$ cat src/rtl/eth_pcs_rx_block_sync_pkg.sv
// eth_pcs_params: shared sync-header constants, default thresholds and lock FSM states.
package eth_pcs_params;
  localparam int W_SYNC = 2;
  localparam logic [W_SYNC-1:0] SYNC_DATA = 2'b01;
  localparam logic [W_SYNC-1:0] SYNC_CTRL = 2'b10;
  localparam int SH_VAL_TH_DEF = 64;
  localparam int SH_INVAL_TH_DEF = 16;
  localparam int SLIP_WAIT_DEF = 4;
  localparam int BER_WINDOW_DEF = 19531;
  localparam int BER_TH_DEF = 16;
  typedef enum logic [1:0] {LOCK_INIT, RESET_CNT, TEST_SH, SLIP_WAIT_ST} sync_state_t;
  function automatic logic sh_valid(input logic [W_SYNC-1:0] h);
    return h == SYNC_DATA || h == SYNC_CTRL;
  endfunction
endpackage

$ cat src/rtl/eth_pcs_rx_block_sync_ber_mon.sv
// eth_pcs_ber_mon: windowed invalid-header counter raising hi_ber; forced high while unlocked.
module eth_pcs_ber_mon
  import eth_pcs_params::*;
#(
  parameter int BER_WINDOW = BER_WINDOW_DEF,
  parameter int BER_TH = BER_TH_DEF
) (
  input  logic       clk,
  input  logic       rst_n,
  input  logic       hdr_bad,
  input  logic       block_lock,
  output logic       hi_ber,
  output logic [5:0] ber_cnt
);
  localparam int TW = $clog2(BER_WINDOW);
  localparam logic [5:0] TH = 6'(BER_TH);
  logic [TW-1:0] timer;
  logic expire, over;
  assign expire = timer == TW'(BER_WINDOW - 1);
  assign over = ber_cnt >= TH;
  always_ff @(posedge clk or negedge rst_n)
    if (!rst_n) begin
      timer <= '0;
      ber_cnt <= '0;
      hi_ber <= 1'b0;
    end else if (!block_lock) begin
      timer <= '0;
      ber_cnt <= '0;
      hi_ber <= 1'b1;
    end else begin
      timer <= expire ? '0 : timer + 1'b1;
      ber_cnt <= expire ? 6'(hdr_bad) : ber_cnt + 6'(hdr_bad && ber_cnt != 6'd63);
      hi_ber <= expire ? over : hi_ber | over;
    end
endmodule

$ cat src/rtl/eth_pcs_rx_block_sync.sv
// eth_pcs_rx_block_sync: 10GBASE-R block lock FSM with gearbox slip control.
// Define ETH_PCS_HIBER_EN to build the high-BER monitor; otherwise o_hi_ber/o_ber_cnt are 0.
module eth_pcs_rx_block_sync
  import eth_pcs_params::*;
#(
  parameter int SH_VAL_TH = SH_VAL_TH_DEF,
  parameter int SH_INVAL_TH = SH_INVAL_TH_DEF,
  parameter int SLIP_WAIT = SLIP_WAIT_DEF,
  parameter int BER_WINDOW = BER_WINDOW_DEF,
  parameter int BER_TH = BER_TH_DEF
) (
  input  logic              clk,
  input  logic              rst_n,
  input  logic              i_hdr_vld,
  input  logic [W_SYNC-1:0] i_hdr,
  output logic              o_slip,
  output logic              o_block_lock,
  output logic              o_hi_ber,
  output logic [5:0]        o_ber_cnt
);
  localparam int CW = $clog2(SH_VAL_TH + 1);
  localparam int IW = $clog2(SH_INVAL_TH + 1);
  if (SLIP_WAIT < 0 || SLIP_WAIT > 255 || BER_WINDOW < 2 || BER_TH < 1 || BER_TH > 63) begin : g_param_chk
    $error("eth_pcs_rx_block_sync: parameter out of range");
  end
  sync_state_t state, state_nx;
  logic [CW-1:0] sh_cnt, cnt_base, cnt_inc;
  logic [IW-1:0] inv_cnt, inv_base, inv_inc;
  logic [7:0] wait_cnt;
  logic bad, testing, slip_hit, win_end, wait_done, slip_nx, lock_nx;
  // A strobe in RESET_CNT counts from zero, so RESET_CNT and TEST_SH share the header evaluation.
  assign bad = i_hdr_vld && !sh_valid(i_hdr);
  assign testing = state == RESET_CNT || state == TEST_SH;
  assign cnt_base = state == RESET_CNT ? '0 : sh_cnt;
  assign inv_base = state == RESET_CNT ? '0 : inv_cnt;
  assign cnt_inc = cnt_base + CW'(1);
  assign inv_inc = inv_base + IW'(bad);
  assign slip_hit = bad && (!o_block_lock || inv_inc == IW'(SH_INVAL_TH));
  assign win_end = cnt_inc == CW'(SH_VAL_TH);
  assign wait_done = SLIP_WAIT == 0 || (i_hdr_vld && wait_cnt == 8'(SLIP_WAIT - 1));
  always_ff @(posedge clk or negedge rst_n)
    if (!rst_n) begin
      state <= LOCK_INIT;
      sh_cnt <= '0;
      inv_cnt <= '0;
      wait_cnt <= '0;
      o_slip <= 1'b0;
      o_block_lock <= 1'b0;
    end else begin
      state <= state_nx;
      sh_cnt <= testing ? (i_hdr_vld ? cnt_inc : cnt_base) : sh_cnt;
      inv_cnt <= testing ? (i_hdr_vld ? inv_inc : inv_base) : inv_cnt;
      wait_cnt <= state == SLIP_WAIT_ST ? wait_cnt + 8'(i_hdr_vld) : '0;
      o_slip <= slip_nx;
      o_block_lock <= lock_nx;
    end
  always_comb begin
    state_nx = state;
    case (state)
      LOCK_INIT:          state_nx = RESET_CNT;
      RESET_CNT, TEST_SH: state_nx = !i_hdr_vld ? TEST_SH : slip_hit ? SLIP_WAIT_ST : win_end ? RESET_CNT : TEST_SH;
      SLIP_WAIT_ST:       state_nx = wait_done ? RESET_CNT : SLIP_WAIT_ST;
      default:            state_nx = LOCK_INIT;
    endcase
  end
  // Slip takes priority over the window boundary on the same header.
  always_comb begin
    slip_nx = testing && slip_hit;
    lock_nx = state == LOCK_INIT ? 1'b0 :
              !(testing && i_hdr_vld) ? o_block_lock :
              slip_hit ? 1'b0 :
              win_end && inv_inc == '0 ? 1'b1 : o_block_lock;
  end
`ifdef ETH_PCS_HIBER_EN
  eth_pcs_ber_mon #(.BER_WINDOW(BER_WINDOW), .BER_TH(BER_TH)) u_ber_mon (
    .clk(clk),
    .rst_n(rst_n),
    .hdr_bad(bad),
    .block_lock(o_block_lock),
    .hi_ber(o_hi_ber),
    .ber_cnt(o_ber_cnt)
  );
`else
  assign o_hi_ber = 1'b0;
  assign o_ber_cnt = '0;
`endif
endmodule

$ cat config.mk
export PLATFORM = sky130hd
export DESIGN_NAME = eth_pcs_rx_block_sync
export DESIGN_NICKNAME = d
export VERILOG_FILES = /design/src/rtl/eth_pcs_rx_block_sync_pkg.sv /design/src/rtl/eth_pcs_rx_block_sync_ber_mon.sv /design/src/rtl/eth_pcs_rx_block_sync.sv
export SDC_FILE = /design/constraint.sdc
export NUM_CORES = 1
export LEC_CHECK = 0
export CORE_UTILIZATION = 45
export DETAILED_ROUTE_END_ITERATION = 12
export PLACE_DENSITY_LB_ADDON = 0.2
export REMOVE_ABC_BUFFERS = 1
export SETUP_SLACK_MARGIN = 0.02
export SYNTH_ARGS = -nofsm -noshare
export SYNTH_HDL_FRONTEND = slang
export SYNTH_SLANG_ARGS = --single-unit
$ cat constraint.sdc
create_clock -name clk -period 2.7 [get_ports clk]
set_input_delay 0.54 -clock clk [delete_from_list [all_inputs] [get_ports clk]]
set_output_delay 0.54 -clock clk [all_outputs]
set_load 0.05 [all_outputs]
* After elaboration in Yosys (flattened, before gate mapping)
Cells that the tools add are included.
** Storage, ports and cells
- Bits in registers :: 24
- Bits of input ports :: 5
- Output and inout bits :: 9
- Word-level logic and storage cells :: 48
** Operators by class
- $add $sub $neg :: 3
- Equal/unequal tests :: 8
- Multiplexer cells :: 14
- Reductions and logical operators :: 17
** Operators by type and width (number)
- $mux W7 :: 2
- $mux W5 :: 2
- $add A8 B1 Y8 :: 1
- $eq A8 B2 Y1 const B :: 1
- $mux W2 :: 4
- $mux W8 :: 1
- $add A7 B1 Y7 const B :: 1
- $eq A7 B7 Y1 const B :: 1
- $eq A2 B2 Y1 const B :: 3
- $logic_and A1 B1 Y1 :: 6
- $pmux W2 S3 :: 1
- $add A5 B1 Y5 :: 1
- $eq A5 B5 Y1 const B :: 1
- $logic_not A5 Y1 :: 1
- $eq A2 B1 Y1 const B :: 2
- $mux W1 :: 4
- $logic_or A1 B1 Y1 :: 3
- $reduce_bool A3 Y1 :: 1
- $logic_not A1 Y1 :: 2
- $logic_not A2 Y1 :: 1
- $reduce_and A2 Y1 :: 1
- $reduce_bool A2 Y1 :: 1
- $reduce_or A2 Y1 :: 1

* Depth between registers and ports, before layout
Gate-level depths: netlist (run 1).
- Depth after elaboration :: 11
- Gate-level depth with buffers :: 12

* Least setup slack after synthesis (run 1)
OpenSTA, ideal clock, no wires.
- Path type :: flip-flop to flip-flop
- From :: register state[1]
- To :: register state[0]
- Library setup time :: 139 ps
- Arrival :: 2525 ps
- Data required time :: 2561 ps
- Slack :: 36 ps
- Cell stages (with the launch flop) :: 12
- Buffers on the path :: 2
- Period minus slack after synthesis :: 2664 ps
- Path through :: dfrtp_1 > inv_1 > ha_1 > buf_2 > buf_1 > nor2b_1 > ha_1 > ha_1 > a32o_1 > a31oi_1 > nor3b_2 > or4_1
** On the way
- Cells in the longest elaborated chain, start to end :: 9
- Elaborated cells between the ends (all ways) :: 17
- Classes of those cells :: add/sub (2); eq/ne (5); mux (6); reduce/logical (4)
** Ends and longest elaborated chain
- from (decl) :: RTL line eth_pcs_rx_block_sync.sv:26 : sync_state_t state, state_nx;
- from (signal assigned) :: RTL line eth_pcs_rx_block_sync.sv:50 : state <= state_nx;
- parallel branches: the longest is 8 deep, another holds $add A7 B1 Y7
- $pmux W2 S3 * :: RTL line eth_pcs_rx_block_sync.sv:59 : case (state)
- named net state_nx[0] :: RTL line eth_pcs_rx_block_sync.sv:26
Mark *: on every way through the listed nets, which the timed path passes.
A chain may end at the register's enable or synchronous reset.

* Final worst setup path (run 1)
- From :: input i_hdr[1]
- To :: register state[0]
** On the way
- Cells in the longest elaborated chain, start to end :: 11
- Elaborated cells between the ends (all ways) :: 12
- Classes of those cells :: add/sub (1); eq/ne (3); mux (3); reduce/logical (5)
** Ends and longest elaborated chain
- from (decl) :: RTL line eth_pcs_rx_block_sync.sv:15 : input logic [W_SYNC-1:0] i_hdr,
- $eq A2 B1 Y1 or $eq A2 B2 Y1 (tied branches) :: RTL line eth_pcs_rx_block_sync_pkg.sv:13 : return h == SYNC_DATA || h == SYNC_CTRL;
- $logic_or A1 B1 Y1 * :: RTL line eth_pcs_rx_block_sync_pkg.sv:13
- $logic_not A1 Y1 * :: RTL line eth_pcs_rx_block_sync.sv:32 : assign bad = i_hdr_vld && !sh_valid(i_hdr);
- $logic_and A1 B1 Y1 * :: RTL line eth_pcs_rx_block_sync.sv:32
- $add A5 B1 Y5 :: RTL line eth_pcs_rx_block_sync.sv:37 : assign inv_inc = inv_base + IW'(bad);
- $eq A5 B5 Y1 :: RTL line eth_pcs_rx_block_sync.sv:38 : assign slip_hit = bad && (!o_block_lock || inv_inc == IW'(SH_INVAL_TH));
- $logic_or A1 B1 Y1 :: RTL line eth_pcs_rx_block_sync.sv:38
- $logic_and A1 B1 Y1 * :: RTL line eth_pcs_rx_block_sync.sv:38
- $mux W2 * (2 in a row) :: RTL line eth_pcs_rx_block_sync.sv:61 : RESET_CNT, TEST_SH: state_nx = !i_hdr_vld ? TEST_SH : slip_hit ? SLIP_WAIT_ST : win_end ? RESET_CNT : TEST_SH;
- $pmux W2 S3 * :: RTL line eth_pcs_rx_block_sync.sv:59
- named net state_nx[0] :: RTL line eth_pcs_rx_block_sync.sv:26
The timed path passes the listed nets; every way through them passes the cells marked *.

==> results of run 1 <==
-- per-stage QoR --
step                std cells  utilization [%]  total power, mW  hold WS, ps  instance area (um2)
floorplan                 151                -            0.993          244                 1440
global placement          209             52.0             1.16          467                 1610
detailed placement        209             52.0             1.17          474                 1610
CTS                       213             53.7             1.44          505                 1670
global route              213             53.7             1.55          552                 1670
finish                    213             53.7             1.42          500                 1670
-- where the power goes --
| group | internal, mW | total (mW) | switching [mW] |
|---|---|---|---|
| Sequential | 0.441 | 0.525 | 0.0844 |
| Clock | 0.150 | 0.258 | 0.107 |
| Combinational | 0.261 | 0.640 | 0.379 |
-- worst max-delay path: stages --
cell and delay, ps:
clkdlybuf4s50_1 410, xnor2_1 140, and2_1 160, ha_1 210, ha_1 220, a32o_1 250
a31oi_1 210, nor3b_2 80, or4_1 460
-- placed cells by master, fill, tap and decap left out, drive strengths merged, types with 6 or more instances in the layout --
cell           instances
a21oi                  6
nand2                  8
nor3                   7
dfrtp                 24
clkdlybuf4s50          6
inv                    7
nor2                   9
o21ai                  8
buf                    8
nand3                  6
ha                     8
conb                   7
and2                  10
-- cell type report --
type	instances	share of cell area [%]
Clock buffer	3	1.35
Tap cell	44	3.31
Sequential cell	24	36.1
Multi-Input combinational cell	120	48.7
Timing Repair Buffer	14	7.21
Clock inverter	1	1.80
Inverter	7	1.58
-- flip-flops by register name (all words and copies together) (netlist names) --
| signal | cells |
|---|---|
| inv_cnt | 5 |
| o_block_lock | 1 |
| wait_cnt | 8 |
| state | 2 |
| o_slip | 1 |
| sh_cnt | 7 |
-- path summary, 6_finish.rpt --
check                                          to  cells past startpoint  slack, ps                   start
setup / recovery               state[0]$_DFF_PN0_                      9        220                i_hdr[1]
hold / removal             inv_cnt[0]$_DFFE_PN0N_                      1        500  inv_cnt[0]$_DFFE_PN0N_
setup reg to reg               state[0]$_DFF_PN0_                      9        430      state[0]$_DFF_PN0_
hold reg to reg            inv_cnt[0]$_DFFE_PN0N_                      1        500  inv_cnt[0]$_DFFE_PN0N_
max in group asynchronous  inv_cnt[3]$_DFFE_PN0N_                      2       1900                   rst_n
min in group asynchronous   wait_cnt[5]$_DFF_PN0_                      2        560                   rst_n
-- kinds of logic after synthesis --
group	Yosys count	share of synthesized area [%]
other cells	1	0.250
xor+xnor	8	4.67
buf+inv	21	7.50
compound gates	32	15.2
flops	24	40.0
fa+ha+maj	8	6.67
mux	4	2.67
simple gates	61	23.1
-- layer usage --
metal	global-route usage [%]	vias up
li1	-	572
met1	24.3	564
met2	28.6	18
met3	2.81	7
met4	7.97	0
met5	0	-
==> results.md, run 1 <==
- CP max FO: 3
- FF/Latch Area: 601 um2
- CTS tree: done
- Yosys cell types: 38
- Initial Util: about half
- Most frequent cells after synthesis: dfrtp_1 (24), and2_1 (10), nor2_1 (9)
- Via-to-Cell Ratio: about 5.5
- Wirelength per Cell: 12.9 um
- Leak pwr: between 0.7 and 0.8 nW
- Critical Path End Type: flop
- Top cell type's share of synthesized area: around 40%
- Routed WL: roughly 2.8 mm
- Maximum number of pins on one net before global-route repair: 25
- Rel. slew slack: 54.4%
- Post-cts sizing count: 0
- Die footprint: 3570 um2
- Fmax: a little over 0.4 GHz
- EDFF count, synth: 0
- Final hold vios: 0
- Area Growth Syn to Fin: 10.9%
- CTS Sinks: 24
- Die width: between 50 and 60 um
- Post-synthesis sequential area ratio: between 40% and 50%
- Min Tclk post-route: 2480 ps
- Metal-1 WL: around 1.4 mm
- GRT Residual Overflow: 0
- Most common cell in the netlist: dfrtp_1
- Detailed Place HPWL: ~2.1 mm
- All-Layer GR Usage: 18.1%
- Post-synthesis register bit count: 24
- PwrDens: 854 nW/um2
- Async S/R FF share, synth: 100%
- Top area cells in the synthesized netlist: dfrtp_1 (40%), ha_1 (6.7%), and2_1 (4.2%)
- Top sig layer: met4
- Slew Viols, Final: 0
- Initial antenna violation count: 0
- Fill count: around 310
- Startpoint types: input port
- Die H: 59.8 um
- DRT antenna net count: 0
- Worst setup margin: 218 ps
- CP Data Arrival Time: roughly 2700 ps
- Final nets: around 180
- Met2 Wirelength: between 1 and 1.5 mm
- Finish-stage setup viols: 0
- Reg clk slew, reported paths: 130 ps
- First-pass GRT wire length: roughly 4.8 mm
- Drc violations: 0
- Clock Latency Late Sink: slightly above 300 ps
- TritonCTS Buffers: 3
- Via Count: ~1200
- Port-buffer cells: 6
- Hold Crit Class: flop to flop
- Syn avg cell area: roughly 9.4 um2
- Worst EP required: between 2000 and 3000 ps
- I/O pins: 14
- 1st-iter DRT viols: 45
- Fin crit share: approximately nine tenths
- Core ar.: approximately 3100 um2
- Worst-Margin Slew: a little under 700 ps
- Cells after Synth: about 160
- Pre-CTS setup slack: -131 ps
- # H-tree levels: 1
- Dominant cell type by area after synthesis: dfrtp_1
- Unrepaired setup endpoints after global routing: false
- Worst vdd ir: 0.000355 V
- Kind of critical path: input port to flop
- Clk buf depth: 2
- Antenna cells: 0
- Metal3 WL: between 60 and 70 um
- Cts hold-fix bufs: 0
- Setup TNS: 0 ps
- Multi-input gate area: between 800 and 900 um2
- Standard-cell row count: 20
- Vias in the first global route: 1078
- Clock skew: around 3.2 ps
- Setup Buffers After CTS: 0
- Run status: finished clean
- Share of cells above drive strength 1: between 10% and 20%
- CTS root buf: clkbuf_4
- Synthesized area: ~1500 um2
- DR pass1 iterations: 4
- Final GP Congestion: 0.917
- Ys flop type: dfrtp_1
- Max cap viols: 0
- Synthesis Warnings: 0
Power figures use the tool's default switching activity.
==> run 2: changes to the inputs <==
--- a/config.mk
+++ b/config.mk
@@ -7,7 +7,7 @@
 export LEC_CHECK = 0
 export CORE_UTILIZATION = 45
 export DETAILED_ROUTE_END_ITERATION = 12
-export PLACE_DENSITY_LB_ADDON = 0.2
+export PLACE_DENSITY = 0.75
 export REMOVE_ABC_BUFFERS = 1
 export SETUP_SLACK_MARGIN = 0.02
 export SYNTH_ARGS = -nofsm -noshare
==> results.md, run 2 (same netlist as run 1, synthesis figures left out) <==
- Run status: finished clean (unchanged)
- Biggest register: wait_cnt (unchanged)
- Vias in the first global route: 1078 (unchanged)
- Die H: 59.8 um (unchanged)
- Critical-path top delay cell: or4_1 (unchanged)
- Critical path, cell by cell: clkdlybuf4s50_1 -> xnor2_1 -> and2_1 -> ha_1 -> ha_1 -> a32o_1 -> a31oi_1 -> nor3b_2 -> or4_1 (unchanged)
- Rel. slew slack: 54.8% (was 54.4%)
- Combinational power share: 45.4% (was 45.0%)
- Post-cts sizing count: 0 (unchanged)
- Top delay family on crit path: simple AND/OR/NAND/NOR gates (unchanged)
- Hold Crit Class: flop to flop (unchanged)
- Finish-stage setup viols: 0 (unchanged)
- All-Layer GR Usage: 18.4% (was 18.1%)
- CP max FO: 3 (unchanged)
- Number of flip-flops under the largest register name: 8 (unchanged)
- Fmax: 0.404 GHz (was 0.403 GHz)
- Leak pwr: 0.775 nW (about the same)
- Die footprint: 3570 um2 (unchanged)
- PwrDens: 871 nW/um2 (was 854 nW/um2)
- Clock share of power: 18.2% (was 18.1%)
- I/O pins: 14 (unchanged)
- Switching Fraction: 41.0% (was 40.1%)
- Slowest stage delay, CP: 470 ps (was 460 ps)
- Setup Buffers After CTS: 0 (unchanged)
- Port-buffer cells: 6 (unchanged)
- Layout Utilization: 53.7% (unchanged)
- # H-tree levels: 1 (unchanged)
- Wirelength per Cell: 13.4 um (was 12.9 um)
- Core ar.: 3100 um2 (unchanged)
- Post-DP Area: 1610 um2 (unchanged)
- Initial antenna violation count: 0 (unchanged)
- Routed WL: 2.86 mm (was 2.75 mm)
- Reg clk slew, reported paths: 150 ps (was 130 ps)
- CTS root buf: clkbuf_4 (unchanged)
- Fin crit share: 91.8% (was 91.9%)
- Fin area: 1670 um2 (unchanged)
- Min Tclk post-route: 2480 ps (about the same)
- Final GP Congestion: 0.820 (was 0.917)
- Int Pwr: 0.857 mW (was 0.852 mW)
- Final hold vios: 0 (unchanged)
- Cts hold-fix bufs: 0 (unchanged)
- Clk buf depth: 2 (unchanged)
- Most common cell after layout, fill and taps aside: dfrtp_1 (unchanged)
- Initial Util: 48.4% (unchanged)
- Unrepaired setup endpoints after global routing: false (unchanged)
- Standard-cell row count: 20 (unchanged)
- Drc violations: 0 (unchanged)
- Final nets: 183 (unchanged)
- Buf/Inv on CP: 1 (unchanged)
- Via Count: 1183 (was 1161)
- Clock Latency Late Sink: 320 ps (was 310 ps)
- CTS tree: done (unchanged)
- GRT Residual Overflow: 0 (unchanged)
- Finished Layout Cells: 213 (unchanged)
- 1st-iter DRT viols: 27 (was 45)
- Critical Path End Type: flop (unchanged)
- Startpoint types: input port (unchanged)
- Share of cells above drive strength 1: 10.1% (unchanged)
- DRT antenna net count: 0 (unchanged)
- Slew Viols, Final: 0 (unchanged)
- Worst EP required: 2910 ps (was 2900 ps)
- Worst setup margin: 222 ps (was 218 ps)
- Area Growth Syn to Fin: 10.9% (unchanged)
- Placed Cells: 209 (unchanged)
- Pre-CTS setup slack: -120 ps (was -131 ps)
- Antenna cells: 0 (unchanged)
- Worst vdd ir: 0.000540 V (was 0.000355 V)
- Clock skew: 13.8 ps (was 3.25 ps)
- Die width: 59.8 um (unchanged)
- Detailed Place HPWL: 2.09 mm (was 2.11 mm)
- Kind of critical path: input port to flop (unchanged)
- Fill count: 294 (was 308)
- DR pass1 iterations: 4 (unchanged)
- Worst-Margin Slew: 671 ps (was 677 ps)
- Crit-path most repeated cell: ha_1 (unchanged)
- Share of power burned in registers: 36.5% (was 36.9%)
- CTS Sinks: 24 (unchanged)
- Max cap viols: 0 (unchanged)
- Psw: 0.594 mW (was 0.571 mW)
- Maximum number of pins on one net before global-route repair: 25 (unchanged)
- Via-to-Cell Ratio: 5.55 (was 5.45)
- First-pass GRT wire length: 4.94 mm (was 4.79 mm)
- Most frequent cells in the layout: dfrtp_1 (24), and2_1 (10), nor2_1 (9) (unchanged)
- TritonCTS Buffers: 3 (unchanged)
- Top flop regs: wait_cnt (8), sh_cnt (7), inv_cnt (5) (unchanged)
- CP Data Arrival Time: 2690 ps (about the same)
## run 2: cell counts in the layout (fill, tap and decap cells not counted)
Identical to the previous run, type by type.
## run 2: cell type report
cell class              count  area, um2  share of cell area [%]
multi-input cells         120        811                    48.7
well taps                  44       55.1                    3.31
clock inverters             1       30.0                    1.80
clock buffers               3       22.5                    1.35
inverters                   7       26.3                    1.58
flip-flops and latches     24        601                    36.1
repair buffers             14        120                    7.21
## run 2: power by group through the flow
stage	Sequential (mW)	Clock [mW]	Combinational, mW
global placement	0.528	0	0.624
global route	0.544	0.279	0.745
detailed placement	0.536	0	0.657
CTS	0.527	0.269	0.660
floorplan	0.528	0	0.466
finish	0.529	0.263	0.658
## run 2: worst register-to-register path: cells and delay by family, from the launching register on
family / cells / cell delay, ps
buffers and inverters: 1 / 80
DFF: 1 / 410
and+or+nand+nor: 3 / 630
AOI/OAI and AO/OA: 2 / 450
adders and majority gates: 3 / 730
## run 2: final timing paths
kind	startpoint	to	slack, ps	cells after the start
min in group asynchronous	rst_n	o_block_lock$_DFFE_PN0P_	550	2
max in group asynchronous	rst_n	sh_cnt[5]$_DFFE_PN0N_	1900	2
worst max register to register	state[1]$_DFF_PN0_	state[0]$_DFF_PN0_	290	9
worst min register to register	inv_cnt[0]$_DFFE_PN0N_	inv_cnt[0]$_DFFE_PN0N_	510	1
worst min-delay path	inv_cnt[0]$_DFFE_PN0N_	inv_cnt[0]$_DFFE_PN0N_	510	1
worst max-delay path	i_hdr[1]	state[0]$_DFF_PN0_	220	9
## run 2: routing by layer
metal | GRT usage, % | vias to the layer above | share of wire (%)
li1 | - | 580 | -
met1 | 24.4 | 559 | 45
met2 | 31.4 | 40 | 49
met3 | 3.90 | 4 | 4.7
met4 | 2.99 | 0 | 1.0
met5 | 0 | - | 0
## run 2: stage by stage
stage / total power, mW / TNS, ps / hold WS (ps)
finish: 1.45 / 0 / 511
detailed placement: 1.19 / -303 / 480
global placement: 1.15 / -115 / 477
CTS: 1.46 / 0 / 511
floorplan: 0.993 / 0 / 244
global route: 1.57 / 0 / 532
==> run 3: changes to the inputs <==
--- a/config.mk
+++ b/config.mk
@@ -5,6 +5,7 @@
 export SDC_FILE = /design/constraint.sdc
 export NUM_CORES = 1
 export LEC_CHECK = 0
+export CORE_MARGIN = 2
 export CORE_UTILIZATION = 45
 export DETAILED_ROUTE_END_ITERATION = 12
 export PLACE_DENSITY = 0.75
==> results.md, run 3 (same netlist as run 1, synthesis figures left out) <==
- Run status: finished clean (unchanged)
- Cts hold-fix bufs: 0 (unchanged)
- Via-to-Cell Ratio: 5.46 (was 5.55)
- GR Util met2: 29.0% (was 31.4%)
- Finished Layout Cells: 213 (unchanged)
- Most frequent cells in the layout: dfrtp_1 (24), and2_1 (10), nor2_1 (9) (unchanged)
- Layout Utilization: 53.7% (unchanged)
- All-Layer GR Usage: 17.8% (was 18.4%)
- Unrepaired setup endpoints after global routing: false (unchanged)
- First-pass GRT wire length: 5.07 mm (was 4.94 mm)
- Via Count: 1162 (was 1183)
- Busiest layer in global routing: met2 (unchanged)
- Multi-input gate area: 811 um2 (unchanged)
- Final GP Congestion: 0.823 (was 0.820)
- Fill count: 295 (was 294)
- Share of cells above drive strength 1: 10.1% (unchanged)
- Buf/Inv on CP: 1 (unchanged)
- Register-to-register setup slack: 320 ps (was 290 ps)
- Setup crit start: i_hdr[0] (was i_hdr[1])
- Top flop regs: wait_cnt (8), sh_cnt (7), inv_cnt (5) (unchanged)
- CTS tree: done (unchanged)
- TritonCTS Buffers: 3 (unchanged)
- Hold Path Sink: inv_cnt[0]$_DFFE_PN0N_ (unchanged)
- CTS root buf: clkbuf_4 (unchanged)
- Core ar.: 3100 um2 (unchanged)
- Clock Latency Late Sink: 320 ps (about the same)
- Port-buffer cells: 6 (unchanged)
- Clk buf depth: 2 (unchanged)
- CP Data Arrival Time: 2680 ps (was 2690 ps)
- Placed Cells: 209 (unchanged)
- Maximum number of pins on one net before global-route repair: 25 (unchanged)
- CP max FO: 3 (unchanged)
- Die footprint: 3810 um2 (was 3570 um2)
- Max cap viols: 0 (unchanged)
- Rel. slew slack: 55.7% (was 54.8%)
- CTS Sinks: 24 (unchanged)
- Clock skew: 13.5 ps (was 13.8 ps)
- DRT antenna net count: 0 (unchanged)
- Setup TNS: 0 ps (unchanged)
- Drc violations: 0 (unchanged)
- 1st-iter DRT viols: 59 (was 27)
- Fin crit share: 91.6% (was 91.8%)
- Initial Util: 48.4% (unchanged)
- WHS Path Cells: 1 (unchanged)
- Biggest register: wait_cnt (unchanged)
- Kind of critical path: input port to flop (unchanged)
- Met3 Usage GRT: 3.73% (was 3.90%)
- PwrDens: 868 nW/um2 (was 871 nW/um2)
- Critical-path top delay cell: or4_1 (unchanged)
- Fmax: 0.404 GHz (about the same)
- Final nets: 183 (unchanged)
- Slowest stage delay, CP: 460 ps (was 470 ps)
- Met1 usage: 24.9% (was 24.4%)
- GRT Residual Overflow: 0 (unchanged)
- Worst EP required: 2910 ps (about the same)
- Post-layout power: 1.45 mW (about the same)
- Setup Buffers After CTS: 0 (unchanged)
- Die H: 61.8 um (was 59.8 um)
- Worst Min Path Start: inv_cnt[0]$_DFFE_PN0N_ (unchanged)
- Critical Path End Type: flop (unchanged)
- Startpoint types: input port (unchanged)
- Critical path, cell by cell: clkdlybuf4s50_1 -> xnor2_1 -> and2_1 -> ha_1 -> ha_1 -> a32o_1 -> a31oi_1 -> nor3b_2 -> or4_1 (unchanged)
- Vias in the first global route: 1090 (was 1078)
- Slew Viols, Final: 0 (unchanged)
- Worst vdd ir: 0.000666 V (was 0.000540 V)
- Most common cell after layout, fill and taps aside: dfrtp_1 (unchanged)
- Routed WL: 2.92 mm (was 2.86 mm)
- Top delay family on crit path: simple AND/OR/NAND/NOR gates (unchanged)
- Post-cts sizing count: 0 (unchanged)
- Detailed Place HPWL: 2.11 mm (was 2.09 mm)
- Initial antenna violation count: 0 (unchanged)
- Area Growth Syn to Fin: 10.9% (unchanged)
- Reg clk slew, reported paths: 140 ps (was 150 ps)
- R2r endpoint: state[0]$_DFF_PN0_ (unchanged)
- # H-tree levels: 1 (unchanged)
- RR Startpoint: state[1]$_DFF_PN0_ (unchanged)
- Finish-stage setup viols: 0 (unchanged)
- Worst-Margin Slew: 658 ps (was 671 ps)
- Final hold vios: 0 (unchanged)
- Die width: 61.8 um (was 59.8 um)
- Standard-cell row count: 20 (unchanged)
- Crit-path most repeated cell: ha_1 (unchanged)
- I/O pins: 14 (unchanged)
- FF/Latch Area: 601 um2 (unchanged)
- Hold Crit Class: flop to flop (unchanged)
- FF-to-FF path depth: 9 (unchanged)
- Antenna cells: 0 (unchanged)
- Leak pwr: 0.775 nW (unchanged)
- Number of flip-flops under the largest register name: 8 (unchanged)
- Wirelength per Cell: 13.7 um (was 13.4 um)
- Min Tclk post-route: 2470 ps (was 2480 ps)
- DR pass1 iterations: 4 (unchanged)
-- run 3: cell counts in the layout (fill, tap and decap cells not counted) --
Identical to the previous run, type by type.
-- run 3: power by group --
group          switching, mW  internal (mW)
logic                  0.394          0.266
registers             0.0877          0.441
clock network          0.108          0.150
total                  0.589          0.857
-- run 3: cell type report --
type                       count  share of cell area, %
clock inverter                 1                   1.80
multi-input combinational    120                   48.7
clock buffer                   3                   1.35
tap                           44                   3.31
timing repair buffer          14                   7.21
inverter                       7                   1.58
sequential                    24                   36.1
-- run 3: how the worst max path moves through the flow --
| stage | slack [ps] | cells after the start | endpoint |
|---|---|---|---|
| CTS | 230 | 10 | o_block_lock$_DFFE_PN0P_ |
| detailed placement | -110 | 9 | state[0]$_DFF_PN0_ |
| global placement | -40 | 9 | o_block_lock$_DFFE_PN0P_ |
| finish | 230 | 9 | state[0]$_DFF_PN0_ |
| global route | 120 | 10 | o_block_lock$_DFFE_PN0P_ |
| floorplan | 180 | 9 | state[0]$_DFF_PN0_ |
-- run 3: stage by stage --
step                setup WS [ps]  hold slack (ps)  instance area (um2)
global route                  119              526                 1670
global placement            -38.1              475                 1610
detailed placement           -111              479                 1610
floorplan                     183              244                 1440
CTS                           227              509                 1670
finish                        228              509                 1670
-- run 3: worst reg2reg max path: stages (launching register included) --
cell and delay, ps:
dfrtp_1 400, inv_1 80, ha_1 300, nor2b_1 90
ha_1 210, ha_1 220, a32o_1 250, a31oi_1 200
nor3b_2 80, or4_1 460
-- run 3: per-layer routing --
metal / wire length (um) / up-vias
li1: - / 578
met1: 1360 / 557
met2: 1440 / 25
met3: 113 / 2
met4: 12 / 0
met5: 0 / -
